### src/rtl/bit_destuffer_pkg.sv
// bit_destuffer_pkg: shared state type, defaults and width helper for the bit destuffer
package bit_destuff_pkg;
  typedef enum logic [1:0] {S_RUN, S_STUFF, S_ERR} destuff_state_t;
  localparam int DEF_RUN_LEN = 6;
  function automatic int cnt_w(input int run_len);
    return $clog2(run_len + 1);
  endfunction
endpackage

### src/rtl/bit_destuffer_flex_counter.sv
// flex_counter: up-counter with sync clear that wraps to 1 after reaching rollover_val
module flex_counter #(
  parameter int W = 4
) (
  input  logic         clk,
  input  logic         n_rst,
  input  logic         clear,
  input  logic         count_enable,
  input  logic [W-1:0] rollover_val,
  output logic [W-1:0] count
);
  always_ff @(posedge clk)
    if (!n_rst || clear) count <= '0;
    else if (count_enable) count <= (count == rollover_val) ? W'(1) : count + W'(1);
endmodule

### src/rtl/bit_destuffer.sv
// bit_destuffer: drops the stuffed bit after RUN_LEN run bits and flags stuffing violations
module bit_destuffer
  import bit_destuff_pkg::*;
#(
  parameter int   RUN_LEN   = DEF_RUN_LEN,
  parameter logic RUN_VAL   = 1'b1,
  parameter int   CNT_W     = cnt_w(RUN_LEN),
  parameter int   ERR_CNT_W = 8
) (
  input  logic                 clk,
  input  logic                 n_rst,
  input  logic                 enable,
  input  logic                 clear,
  input  logic                 shift_enable,
  input  logic                 d_orig,
  output logic                 shift_stop,
  output logic                 stuff_err,
  output logic                 err_hold,
  output logic [CNT_W-1:0]     run_count,
  output logic [ERR_CNT_W-1:0] err_count
);
  destuff_state_t state;
  logic run_bit, in_run;
  assign run_bit = d_orig == RUN_VAL;
  assign in_run = state == S_RUN;
  assign shift_stop = shift_enable & enable & ~in_run;
  // any strobe outside S_RUN, or a non-run bit inside it, restarts the run
  flex_counter #(.W(CNT_W)) u_run_cnt (
    .clk,
    .n_rst,
    .clear(clear | ~enable | (shift_enable & (~in_run | ~run_bit))),
    .count_enable(shift_enable & run_bit & in_run),
    .rollover_val(CNT_W'(RUN_LEN)),
    .count(run_count)
  );
  always_ff @(posedge clk)
    if (!n_rst || clear || !enable) begin
      state <= S_RUN;
      stuff_err <= 1'b0;
      err_hold <= 1'b0;
      if (!n_rst) err_count <= '0;
    end else begin
      stuff_err <= 1'b0;
      if (shift_enable && in_run && run_bit && run_count == CNT_W'(RUN_LEN - 1)) state <= S_STUFF;
      else if (shift_enable && state == S_STUFF) begin
        state <= run_bit ? S_ERR : S_RUN;
        stuff_err <= run_bit;
        err_hold <= run_bit;
        if (run_bit) err_count <= err_count + {{(ERR_CNT_W-1){1'b0}}, ~&err_count};
      end
    end
endmodule

### config.mk
export PLATFORM = sky130hd
export DESIGN_NAME = bit_destuffer
export DESIGN_NICKNAME = d
export VERILOG_FILES = /design/src/rtl/bit_destuffer_pkg.sv /design/src/rtl/bit_destuffer_flex_counter.sv /design/src/rtl/bit_destuffer.sv
export SDC_FILE = /design/constraint.sdc
export NUM_CORES = 1
export LEC_CHECK = 0
export CORE_UTILIZATION = 41
export CTS_BUF_LIST = sky130_fd_sc_hd__clkbuf_8 sky130_fd_sc_hd__clkbuf_16
export DETAILED_ROUTE_END_ITERATION = 6
export PLACE_DENSITY = 0.72
export RECOVER_POWER = 50
export SLEW_MARGIN = 5
export SYNTH_ARGS = -nofsm -noshare
export SYNTH_HDL_FRONTEND = slang
export SYNTH_SLANG_ARGS = --single-unit
### constraint.sdc
create_clock -name clk -period 1.6 [get_ports clk]
set_input_delay 0.32 -clock clk [delete_from_list [all_inputs] [get_ports clk]]
set_output_delay 0.32 -clock clk [all_outputs]
set_load 0.02 [all_outputs]
# Yosys cells after proc, flatten, opt, wreduce, memory -nomap -nowiden
# Index checks and enable logic that the tools add are counted.
# totals
output_inout_bits,14
ff_bits,15
# classes
bitwise_logic,13
mux,9
n_addsub,2
eq_ne,5
reduce_logical,19
# op_table
op,count
$mux 8,5
$add 8x1->8,1
$reduce_and 8->1,1
$eq 3x3->1 const B,2
$reduce_bool 2->1,3
$and 1x1->1,5
$not 1->1,5
$logic_and 1x1->1,4
$ne 2x2->1 const B,2
$reduce_and 4->1,1
$add 3x1->3 const B,1
$logic_not 1->1,3
$logic_or 1x1->1,3
$mux 3,1
$or 1x1->1,3
$reduce_or 3->1,1
$eq 2x1->1 const B,1
$logic_not 2->1,1
$mux 1,2
$mux 2,1
$reduce_and 2->1,1
$reduce_or 2->1,1

# Logic depth before layout (Yosys ltp)
# logic_depth
word_depth,7
depth_mapped,7
depth_no_buf,7

# Hierarchy
# Synthesis repeated with hierarchy kept, for this count alone.
# hier_totals
cells_unflattened,81
area_unflattened_um2,820.8
# by_module_without_submodules
module,cells_per_inst,area_per_inst_um2,n_inst
bit_destuffer,62,644.4,1
flex_counter,19,176.4,1

# Worst setup path before layout
# No wires, ideal clock.
# synth_path
path_kind,register -> register
startpoint,register err_count[4]
endpoint,register err_count[4] (data pin)
stages_incl_launch_ff,8
t_arrival_ns,1.592
t_required_ns,1.335
path_buffers,0
synth_period_minus_slack_ns,1.857
setup_slack_ns,-0.257
setup_time_ns,0.265
path_cell_list,edfxtp_1 nand4_1 or2_1 ha_1 ha_1 nand3_1 xor2_1 nor2_1
# synth_via
elab_chain_len,7
# synth_lines
item,line_no,source
start: declaration,bit_destuffer.sv:20,output logic [ERR_CNT_W-1:0] err_count
start signal: assignment,bit_destuffer.sv:49,"if (run_bit) err_count <= err_count + {{(ERR_CNT_W-1){1'b0}}, ~&err_count};"
$reduce_and 8->1,bit_destuffer.sv:49,
$logic_not 1->1,bit_destuffer.sv:49,
$add 8x1->8 *,bit_destuffer.sv:49,
$mux 8 *,bit_destuffer.sv:49,
$mux 8 *,bit_destuffer.sv:45,else if (shift_enable && state == S_STUFF) begin
$mux 8 *,bit_destuffer.sv:44,if (shift_enable && in_run && run_bit && run_count == CNT_W'(RUN_LEN - 1)) state <= S_STUFF;
$mux 8 *,bit_destuffer.sv:37,if (!n_rst || clear || !enable) begin
# Every way passes the cells marked *; elsewhere a longest branch is shown, timed or not. The select of a mux whose other input is x is not followed.
# A chain may end at the register's enable or synchronous reset.

# Worst setup path in the final report
# layout_path
startpoint,register err_count[5]
endpoint,register err_count[6] (data pin)
# Same word-level chain as after synthesis.

==> run summary <==
Row Count = 14
Worst Reg-to-Reg Cells = 7
Max FO, Critical Path = 3
htree depth = 1
clock-pin slew on the worst setup and hold paths = 60 ps
first-pass GRT wire length = 2590 um
Synth area leaders = edfxtp_1 (33%), dfxtp_1 (19%), a21oi_1 (4.1%)
sequential power share = 0.504
syn nets = 76
Pint = 0.645 mW
Hold Crit Depth = 1
unrepaired setup endpoints after global routing = yes
final worst path period share = 1.02
Logic pwr share = 0.136
Power Density = 710 nW/um2
per-cell routed wire length = 11.6 um
setup violators final = 3
Crit. End Element = flop
final worst slack = -36.1 ps
total power = 0.835 mW
Synth cell types = 30
hold_buf cts = 0
Worst Path Buf+Inv = 0
Crit Path Class = reg -> reg
n_diodes = 0
total core area = 1590 um2
Hold Vio Cnt, Final = 0
GRT Util Overall = 0.188
FF+latch count, synth = 15
Initial Util = 0.462
Post-Syn Instances = 68
Startpoint Class = flop
port bufs = 19
Max VDD drop = 590 uV
dominant cell type by area after synthesis = edfxtp_1
CP required = 1700 ps
Relative slew margins = 0.829
Worst path depth = 7
Area growth syn-to-layout = 60.0%
die width = 44.4 um
initial DRC count = 8
I/O pin total = 20
CP cell instances = nand4_1, or2_1, ha_4, ha_4, nand3_4, or3_1, a21oi_1
Setup Skew = 1.16 ps
outcome = finished, violations left
kind of cell adding the most delay to the critical path = simple AND/OR/NAND/NOR gates
EDFF count, synth = 8
Final Max Slew Viols = 0
Nets = 119
Worst-Skew Late Latency = 240 ps
GPL Wtd Cong = 0.779
share of cells above drive strength 1 = 0.264
die area = 1970 um2
Largest stage delay, worst path = 390 ps
Pre-antenna DRT Iters = 5
CTS tree = built
Avg Cell Area, Syn = 10.8 um2
DRC viols = 0
routed vias = 677
Tmin final = 1640 ps
Yosys warning count = 0
failing checks = negative setup slack
Switching Fraction = 0.228
Max clock buf depth = 2
Most used DFF post-synth = edfxtp_1
Commonest cells post-synth = edfxtp_1 (8), dfxtp_1 (7), a21oi_1 (6), nor2_1 (5), nand2_1 (4)
Critical Path AT = 1740 ps
Root Buffer = clkbuf_8
largest net degree at the start of global routing = 10
CTS sink count = 15
Top cell by count, worst path = ha_4
FILL cells = 127
CP max-delay cell = edfxtp_1
antenna-violating nets left = 0
Static Leak = 0.476 nW
initial antenna violation count = 0
Synth top area share = 0.327
total grt overflow = 0
Sw Pwr = 0.190 mW
sequential share of the synthesized area = 0.517
via/cell ratio = 5.05
max_cap viols = 0
die height = 44.4 um
final instance area = 1180 um2
cell area after placement = 1120 um2
final WL = 1560 um
number of global-route vias before repair = 612
DP HPWL = 1180 um
mapped cell area = 736 um2
asr flop ratio synth = 0
most common cell in the netlist = edfxtp_1
hold crit path type = reg -> reg
Max Freq = 0.611 GHz
clock share of power = 0.360
total CTS buffers = 3
Slew @ Worst Pin = 252 ps
## final cells by class
| cell class | instances | area, um2 | area share |
|---|---|---|---|
| Clock buffer | 3 | 41.3 | 0.0351 |
| Clock inverter | 1 | 5.00 | 0.00425 |
| Inverter | 1 | 3.75 | 0.00319 |
| Multi-Input combinational cell | 52 | 407 | 0.345 |
| Sequential cell | 15 | 380 | 0.323 |
| Tap cell | 24 | 30.0 | 0.0255 |
| Timing Repair Buffer | 38 | 310 | 0.264 |
## final timing paths
| kind | from | endpoint | slack (ps) |
|---|---|---|---|
| min reg2reg | err_hold | err_hold | 480 |
| max | err_count[5] | err_count[6] | -40 |
| max reg2reg | err_count[5] | err_count[6] | -40 |
| min | err_hold | err_hold | 480 |
## state kept, by name, summed over array words and instances (netlist names)
name,flops
err_count,8
err_hold,1
state,2
stuff_err,1
u_run_cnt.count,3
## logic make-up (layout without fill, tap and decap cells)
| family | count (synthesis) | in the layout | share of synthesized area |
|---|---|---|---|
| XOR/XNOR | 3 | 3 | 0.0357 |
| AND/OR/NAND/NOR | 31 | 31 | 0.272 |
| AO/OA/AOI/OAI | 15 | 15 | 0.122 |
| buffers and inverters | 1 | 43 | 0.00510 |
| multiplexers | 1 | 1 | 0.0136 |
| adder cells (fa/ha/maj) | 2 | 2 | 0.0340 |
| flip-flops | 15 | 15 | 0.517 |
## power by group through the flow
stage	registers [mW]	logic, mW	clock network (mW)
after floorplan	0.448	0.0280	0
after global placement	0.429	0.117	0
after detailed placement	0.430	0.119	0
after CTS	0.421	0.116	0.314
after global routing	0.423	0.123	0.332
final	0.421	0.114	0.300
## metal layers
metal / GRT usage / vias to the layer above / routed length (um)
met5: 0 / - / 0
li1: - / 343 / -
met3: 0.0367 / 4 / 64
met1: 0.223 / 309 / 710
met4: 0.127 / 0 / 35
met2: 0.306 / 21 / 746
## worst reg2reg max path, cell delays in order (launching register included)
cell and delay, ps:
edfxtp_1 390, nand4_1 130, or2_1 160, ha_4 170
ha_4 150, nand3_4 70, or3_1 300, a21oi_1 120
## what timing repair did
item,CTS,global route
resized for setup,13,6
hold endpoints to repair,0,0
pin swaps,5,9
buffers inserted,1,1
endpoints found under the setup margin,15,9
## per-stage QoR
stage / worst slack (ps) / cells / setup TNS [ps] / hold slack [ps] / util
2_1_floorplan: -165 / 68 / -728 / 504 / -
3_3_place_gp: -243 / 128 / -525 / 466 / 0.700
3_5_place_dp: -274 / 128 / -779 / 473 / 0.700
4_1_cts: -60.6 / 133 / -92.7 / 494 / 0.736
5_1_grt: -119 / 134 / -543 / 515 / 0.739
6_report: -36.1 / 134 / -50.4 / 483 / 0.739
## layout by cell type (no fill, tap or decap), types with 2 or more instances in the layout
master            n
a21oi_2           2
nand3b_1          2
edfxtp_1          8
nand3_1           2
clkdlybuf4s50_1   5
and2_1            2
nand3_4           2
o21ai_0           3
buf_4            17
clkbuf_8          3
o21ai_1           2
nand2_1           4
a21oi_1           4
dfxtp_1           7
xor2_1            2
and4bb_1          2
ha_4              2
nor2_1            5
clkbuf_1          2
or3_1             2
dlygate4sd3_1     2
dlygate4sd2_1    10
nand4_1           2
Power figures use the tool's default switching activity.
